--- src/rtl/cpu_pkg.sv ---
// Shared definitions for the 8-bit processor: default widths, reset PC,
// fetch queue depth and the fetch-queue entry layout.
package cpu_pkg;

    localparam int DEFAULT_ADDR_W  = 8;
    localparam int DEFAULT_INSTR_W = 16;
    localparam logic [DEFAULT_ADDR_W-1:0] DEFAULT_RESET_PC = 8'h00;
    localparam int IF_QUEUE_DEPTH  = 2;

    // One buffered fetch: the instruction and the address it came from.
    typedef struct packed {
        logic [DEFAULT_INSTR_W-1:0] instr;
        logic [DEFAULT_ADDR_W-1:0]  pc;
    } fetch_entry_t;

    localparam int ENTRY_W = $bits(fetch_entry_t);

endpackage

--- src/rtl/fetch_queue.sv ---
// Two-entry synchronous FIFO of fetch entries. Flush empties the queue and
// takes priority over push and pop in the same cycle. The head reads as zero
// while the queue is empty.
module fetch_queue
    import cpu_pkg::*;
(
    input  logic               clk,
    input  logic               rst,
    input  logic               push,
    input  logic [ENTRY_W-1:0] push_data,
    input  logic               pop,
    input  logic               flush,
    output logic [1:0]         count,
    output logic [ENTRY_W-1:0] head
);

    logic [ENTRY_W-1:0] mem [IF_QUEUE_DEPTH];
    logic               rd_ptr;
    logic               wr_ptr;
    logic               do_push;
    logic               do_pop;

    // A pop frees a slot in the same cycle, so a full queue can push while popping.
    assign do_pop  = pop && (count != 2'd0);
    assign do_push = push && ((count != 2'd2) || do_pop);

    // Pointer and occupancy tracking; reset and flush both empty the queue.
    always_ff @(posedge clk) begin
        if (rst || flush) begin
            rd_ptr <= 1'b0;
            wr_ptr <= 1'b0;
            count  <= 2'd0;
        end else begin
            if (do_push) begin
                wr_ptr <= ~wr_ptr;
            end
            if (do_pop) begin
                rd_ptr <= ~rd_ptr;
            end
            case ({do_push, do_pop})
                2'b10:   count <= count + 2'd1;
                2'b01:   count <= count - 2'd1;
                default: count <= count;
            endcase
        end
    end

    // Entry storage needs no reset; count decides what is meaningful.
    always_ff @(posedge clk) begin
        if (do_push && !rst && !flush) begin
            mem[wr_ptr] <= push_data;
        end
    end

    assign head = (count != 2'd0) ? mem[rd_ptr] : '0;

endmodule

--- src/rtl/if_stage.sv ---
// Instruction-fetch stage: issues synchronous imem reads from the current PC,
// buffers returned instructions in a 2-entry queue for decode, and computes
// the next PC (reset, redirect, increment or hold) for an un-enabled PC register.
//
// Decode handshake: id_valid/id_instr/id_pc describe the queue head; a
// transfer completes on a rising edge where id_valid and id_ready are both 1.
// While id_valid is 1 and id_ready is 0 the head holds stable.
module if_stage
    import cpu_pkg::*;
#(
    parameter int                ADDR_W   = DEFAULT_ADDR_W,
    parameter int                INSTR_W  = DEFAULT_INSTR_W,
    parameter logic [ADDR_W-1:0] RESET_PC = ADDR_W'(DEFAULT_RESET_PC)
) (
    input  logic               clk,
    input  logic               rst,
    input  logic [ADDR_W-1:0]  pc,
    output logic [ADDR_W-1:0]  pcnext,
    output logic               imem_en,
    output logic [ADDR_W-1:0]  imem_addr,
    input  logic [INSTR_W-1:0] imem_rdata,
    input  logic               redirect_valid,
    input  logic [ADDR_W-1:0]  redirect_target,
    output logic               id_valid,
    input  logic               id_ready,
    output logic [INSTR_W-1:0] id_instr,
    output logic [ADDR_W-1:0]  id_pc
);

    logic [1:0]        count;
    logic              inflight;
    logic [ADDR_W-1:0] inflight_pc;
    logic              kill;
    logic              pop;
    logic              push;
    logic              flush;
    logic [2:0]        occupancy;
    fetch_entry_t      push_entry;
    fetch_entry_t      head_entry;

    assign pop   = id_valid && id_ready;
    assign flush = redirect_valid && !rst;

    // Slots that will be claimed after this edge: entries left after the pop
    // plus the response still on its way. Issue only if one slot stays free,
    // so every response has room and the queue never overflows.
    assign occupancy = {1'b0, count} - {2'b00, pop} + {2'b00, inflight};
    assign imem_en   = !rst && !redirect_valid && (occupancy <= 3'd1);
    assign imem_addr = pc;

    // A response is kept unless it belongs to a fetch overtaken by a redirect.
    assign push             = inflight && !kill;
    assign push_entry.instr = imem_rdata;
    assign push_entry.pc    = inflight_pc;

    // Next PC for the PC register, which loads unconditionally every cycle.
    always_comb begin
        pcnext = pc;
        if (rst) begin
            pcnext = RESET_PC;
        end else if (redirect_valid) begin
            pcnext = redirect_target;
        end else if (imem_en) begin
            pcnext = pc + ADDR_W'(1);
        end
    end

    // Track the outstanding fetch and whether its response must be discarded.
    always_ff @(posedge clk) begin
        if (rst) begin
            inflight <= 1'b0;
            kill     <= 1'b0;
        end else begin
            inflight <= imem_en;
            kill     <= redirect_valid;
        end
    end

    // Remember which address the outstanding fetch was issued for.
    always_ff @(posedge clk) begin
        if (imem_en) begin
            inflight_pc <= pc;
        end
    end

    fetch_queue u_fetch_queue (
        .clk       (clk),
        .rst       (rst),
        .push      (push),
        .push_data (push_entry),
        .pop       (pop),
        .flush     (flush),
        .count     (count),
        .head      (head_entry)
    );

    assign id_valid = (count != 2'd0);
    assign id_instr = head_entry.instr;
    assign id_pc    = head_entry.pc;

endmodule

--- config.mk ---
export PLATFORM = sky130hd
export DESIGN_NAME = if_stage
export DESIGN_NICKNAME = d
export VERILOG_FILES = /design/src/rtl/cpu_pkg.sv /design/src/rtl/fetch_queue.sv /design/src/rtl/if_stage.sv
export SDC_FILE = /design/constraint.sdc
export NUM_CORES = 1
export LEC_CHECK = 0
export BUFFER_PORTS_ARGS = -buffer_cell sky130_fd_sc_hd__buf_4
export CAP_MARGIN = 20
export CORE_MARGIN = 3
export CORE_UTILIZATION = 47
export CTS_CLUSTER_DIAMETER = 120
export DETAILED_ROUTE_END_ITERATION = 8
export GPL_TIMING_DRIVEN = 0
export PLACE_DENSITY = 0.75
export SYNTH_ARGS = -nofsm -noshare
export SYNTH_HDL_FRONTEND = slang
export SYNTH_SLANG_ARGS = --single-unit
--- constraint.sdc ---
create_clock -name clk -period 3.1 [get_ports clk]
set_clock_uncertainty 0.2 [all_clocks]
set_input_delay 0.31 -clock clk [delete_from_list [all_inputs] [get_ports clk]]
set_output_delay 0.31 -clock clk [all_outputs]
set_load 0.05 [all_outputs]
==> flow_metrics.env <==
export IMPL_clockBufferDepth=2
export IMPL_cts_buffers=9
export IMPL_setup_viol=7
export IMPL_async_flop_share=0
export IMPL_synth_nets=251
export IMPL_num_vias=2053
export IMPL_end_kind="output pin"
export IMPL_tightestPinTransition_ns=0.639
export IMPL_finalWorstSetupSlack_ns=-0.190
export IMPL_core_area_sq_mm=0.00568
export IMPL_nets=376
export IMPL_cts_sinks=63
export IMPL_irDropWorstVdd_v=0.000231
export IMPL_num_fill_cells=384
export IMPL_fin_area_sq_mm=0.00419
export IMPL_place_area_sq_mm=0.00356
export IMPL_drive_above_1_share=0.408
export IMPL_worstPathRequired_ns=2.59
export IMPL_fin_crit_sh=1.06
export IMPL_antenna_found_initial=0
export IMPL_first_pass_iters=4
export IMPL_syn_avg_cell_area_sq_um=13.4
export IMPL_maxCapViolations=0
export IMPL_drtAntennaViolNets=0
export IMPL_power_mw=1.95
export IMPL_critPathKind="reg2out"
export IMPL_synth_area_sq_mm=0.00282
export IMPL_overflow=0
export IMPL_routabilityCongestion=0.770
export IMPL_fp_dieW_um=83.5
export IMPL_initial_utilization=0.498
export IMPL_ys_flop_type="edfxtp_1"
export IMPL_min_period_ns=3.29
export IMPL_r2r_cells=10
export IMPL_area_delta_synth_final_pct=48.4
export IMPL_fin_hold_ws_ns=0.0291
export IMPL_max_slew_margin_rel=0.574
export IMPL_status="complete, but fails checks"
export IMPL_critical_path_peak_fanout=4
export IMPL_fp_dieArea_sq_mm=0.00697
export IMPL_crit_arrival_ns=2.78
export IMPL_fmax_mhz=304
export IMPL_synth_enable_flop_cells=56
export IMPL_dp_slack_ns=-0.318
export IMPL_p_leak_nw=1.68
export IMPL_cts_htree_levels=3
export IMPL_rsz0062_at_grt="yes"
export IMPL_dp_hpwl_um=3860
export IMPL_hold_viol_final=0
export IMPL_ys_types=38
export IMPL_final_max_slew_viol_count=0
export IMPL_drc=0
export IMPL_avgRoutedWirePerCell_um=15.0
export IMPL_violations="negative setup slack"
export IMPL_vias_per_cell=4.97
export IMPL_cp_start_kind="register"
export IMPL_hold_path_depth=1
export IMPL_final_common_cell="buf_4"
export IMPL_rrSetupSlack_ns=0.50
export IMPL_clkLatencyLatePin_ns=0.32
export IMPL_grt_first_pass_wirelength_um=10100
export IMPL_grt_pass1_vias=2148
export IMPL_yosysWarnings=0
export IMPL_num_io_pins=78
export IMPL_drt_iter0_markers=91
export IMPL_clk_pin_slew_ns=0.06
export IMPL_antenna_cells=0
export IMPL_layout_common_cells="buf_4, edfxtp_1, nor2_1"
export IMPL_rows=27
export IMPL_port_buffers=77
export IMPL_grt_usage=0.183
export IMPL_die_h_um=83.5
export IMPL_finalWirelength_um=6180
export IMPL_holdCritPathClass="in2reg"
export IMPL_postSynthCellCount=211
export IMPL_cts_tree="yes"
export IMPL_cts_root_buffer="clkbuf_8"
export IMPL_power_density_mw_per_mm2=466
export IMPL_ys_seq_area_frac=0.645
export IMPL_ys_ff_latch=63
export IMPL_grt_max_degree=25
==> cells by family after synthesis <==
| group | share of synthesized area |
|---|---|
| buf+inv | 0.0514 |
| flops | 0.645 |
| mux | 0.0851 |
| compound gates | 0.0527 |
| simple gates | 0.114 |
| xor+xnor | 0.0315 |
| fa+ha+maj | 0.0204 |
==> timing repair <==
action | in CTS | in global routing
resized for setup | 16 | 8
buffers inserted | 9 | 7
hold buffers | 20 | 1
endpoints found under the hold margin | 36 | 1
setup endpoints to repair | 9 | 9
pin swaps | 9 | 7
==> Yosys cell counts, drive strengths merged (2+ instances only) <==
cell,instances,share of area
o21ai,2,0.0035
xnor2,6,0.025
clkbuf,7,0.0093
ha,3,0.013
nor3,6,0.011
nand2,7,0.0093
mux2i,24,0.085
xor2,2,0.0062
o21a,5,0.013
nand3,5,0.0089
and3,4,0.011
dfxtp,7,0.050
nor2,30,0.040
a21oi,6,0.011
inv,10,0.013
edfxtp,56,0.60
nor2b,4,0.0089
buf,11,0.029
==> area by class of cell <==
| cell class | count | area [sq um] | area share |
|---|---|---|---|
| Timing Repair Buffer | 116 | 1000 | 0.239 |
| Inverter | 10 | 37.5 | 0.00896 |
| Buffer | 16 | 92.6 | 0.0221 |
| Sequential cell | 63 | 1820 | 0.435 |
| Clock inverter | 5 | 72.6 | 0.0173 |
| Multi-Input combinational cell | 120 | 942 | 0.225 |
| Clock buffer | 11 | 131 | 0.0313 |
| Tap cell | 72 | 90.1 | 0.0215 |
==> state kept, by name (all words and copies together) (netlist names), named ones only <==
| signal | cells |
|---|---|
| u_fetch_queue.mem | 48 |
| inflight_pc | 8 |
| u_fetch_queue.count | 2 |
| inflight | 1 |
| kill | 1 |
| u_fetch_queue.rd_ptr | 1 |
| u_fetch_queue.wr_ptr | 1 |
==> path summary, 6_finish.rpt <==
kind | startpoint | endpoint
worst max-delay path | u_fetch_queue.count[1] | pcnext[3]
worst max register to register | u_fetch_queue.count[1] | inflight_pc[1]
worst min-delay path | pc[1] | inflight_pc[1]
worst min register to register | inflight_pc[1] | u_fetch_queue.mem[0][1]
==> metal layers <==
metal / track usage / vias up / share of wire
met5: 0 / - / 0
met4: 0.0526 / 0 / 0.0086
met3: 0.0582 / 5 / 0.068
met2: 0.326 / 71 / 0.51
met1: 0.212 / 969 / 0.41
li1: - / 1008 / -
==> where the power goes <==
group	leakage (nW)	switching (mW)	total, mW	internal [mW]
logic	1.01	0.158	0.283	0.125
clock network	0.102	0.281	0.727	0.446
registers	0.566	0.00609	0.944	0.938
total	1.68	0.445	1.95	1.51
==> critical path, stage by stage (launching register included) <==
cell and delay (ns):
dfxtp_2 0.34, nor2_4 0.11, nor2b_2 0.05, ha_1 0.29, inv_2 0.07, ha_4 0.12
inv_2 0.03, fa_2 0.37, xnor2_4 0.19, buf_4 0.16, and4bb_2 0.23, xor2_1 0.19
o21a_2 0.16, buf_8 0.14
==> per-stage QoR <==
stage | util | std cells | setup TNS (ns)
global route | 0.739 | 413 | -2.05
finish | 0.739 | 413 | -0.782
global placement | 0.623 | 360 | -1.67
detailed placement | 0.628 | 361 | -0.707
CTS | 0.721 | 406 | -2.35
floorplan | - | 211 | -0.397
(Power assumes the default switching activity.)
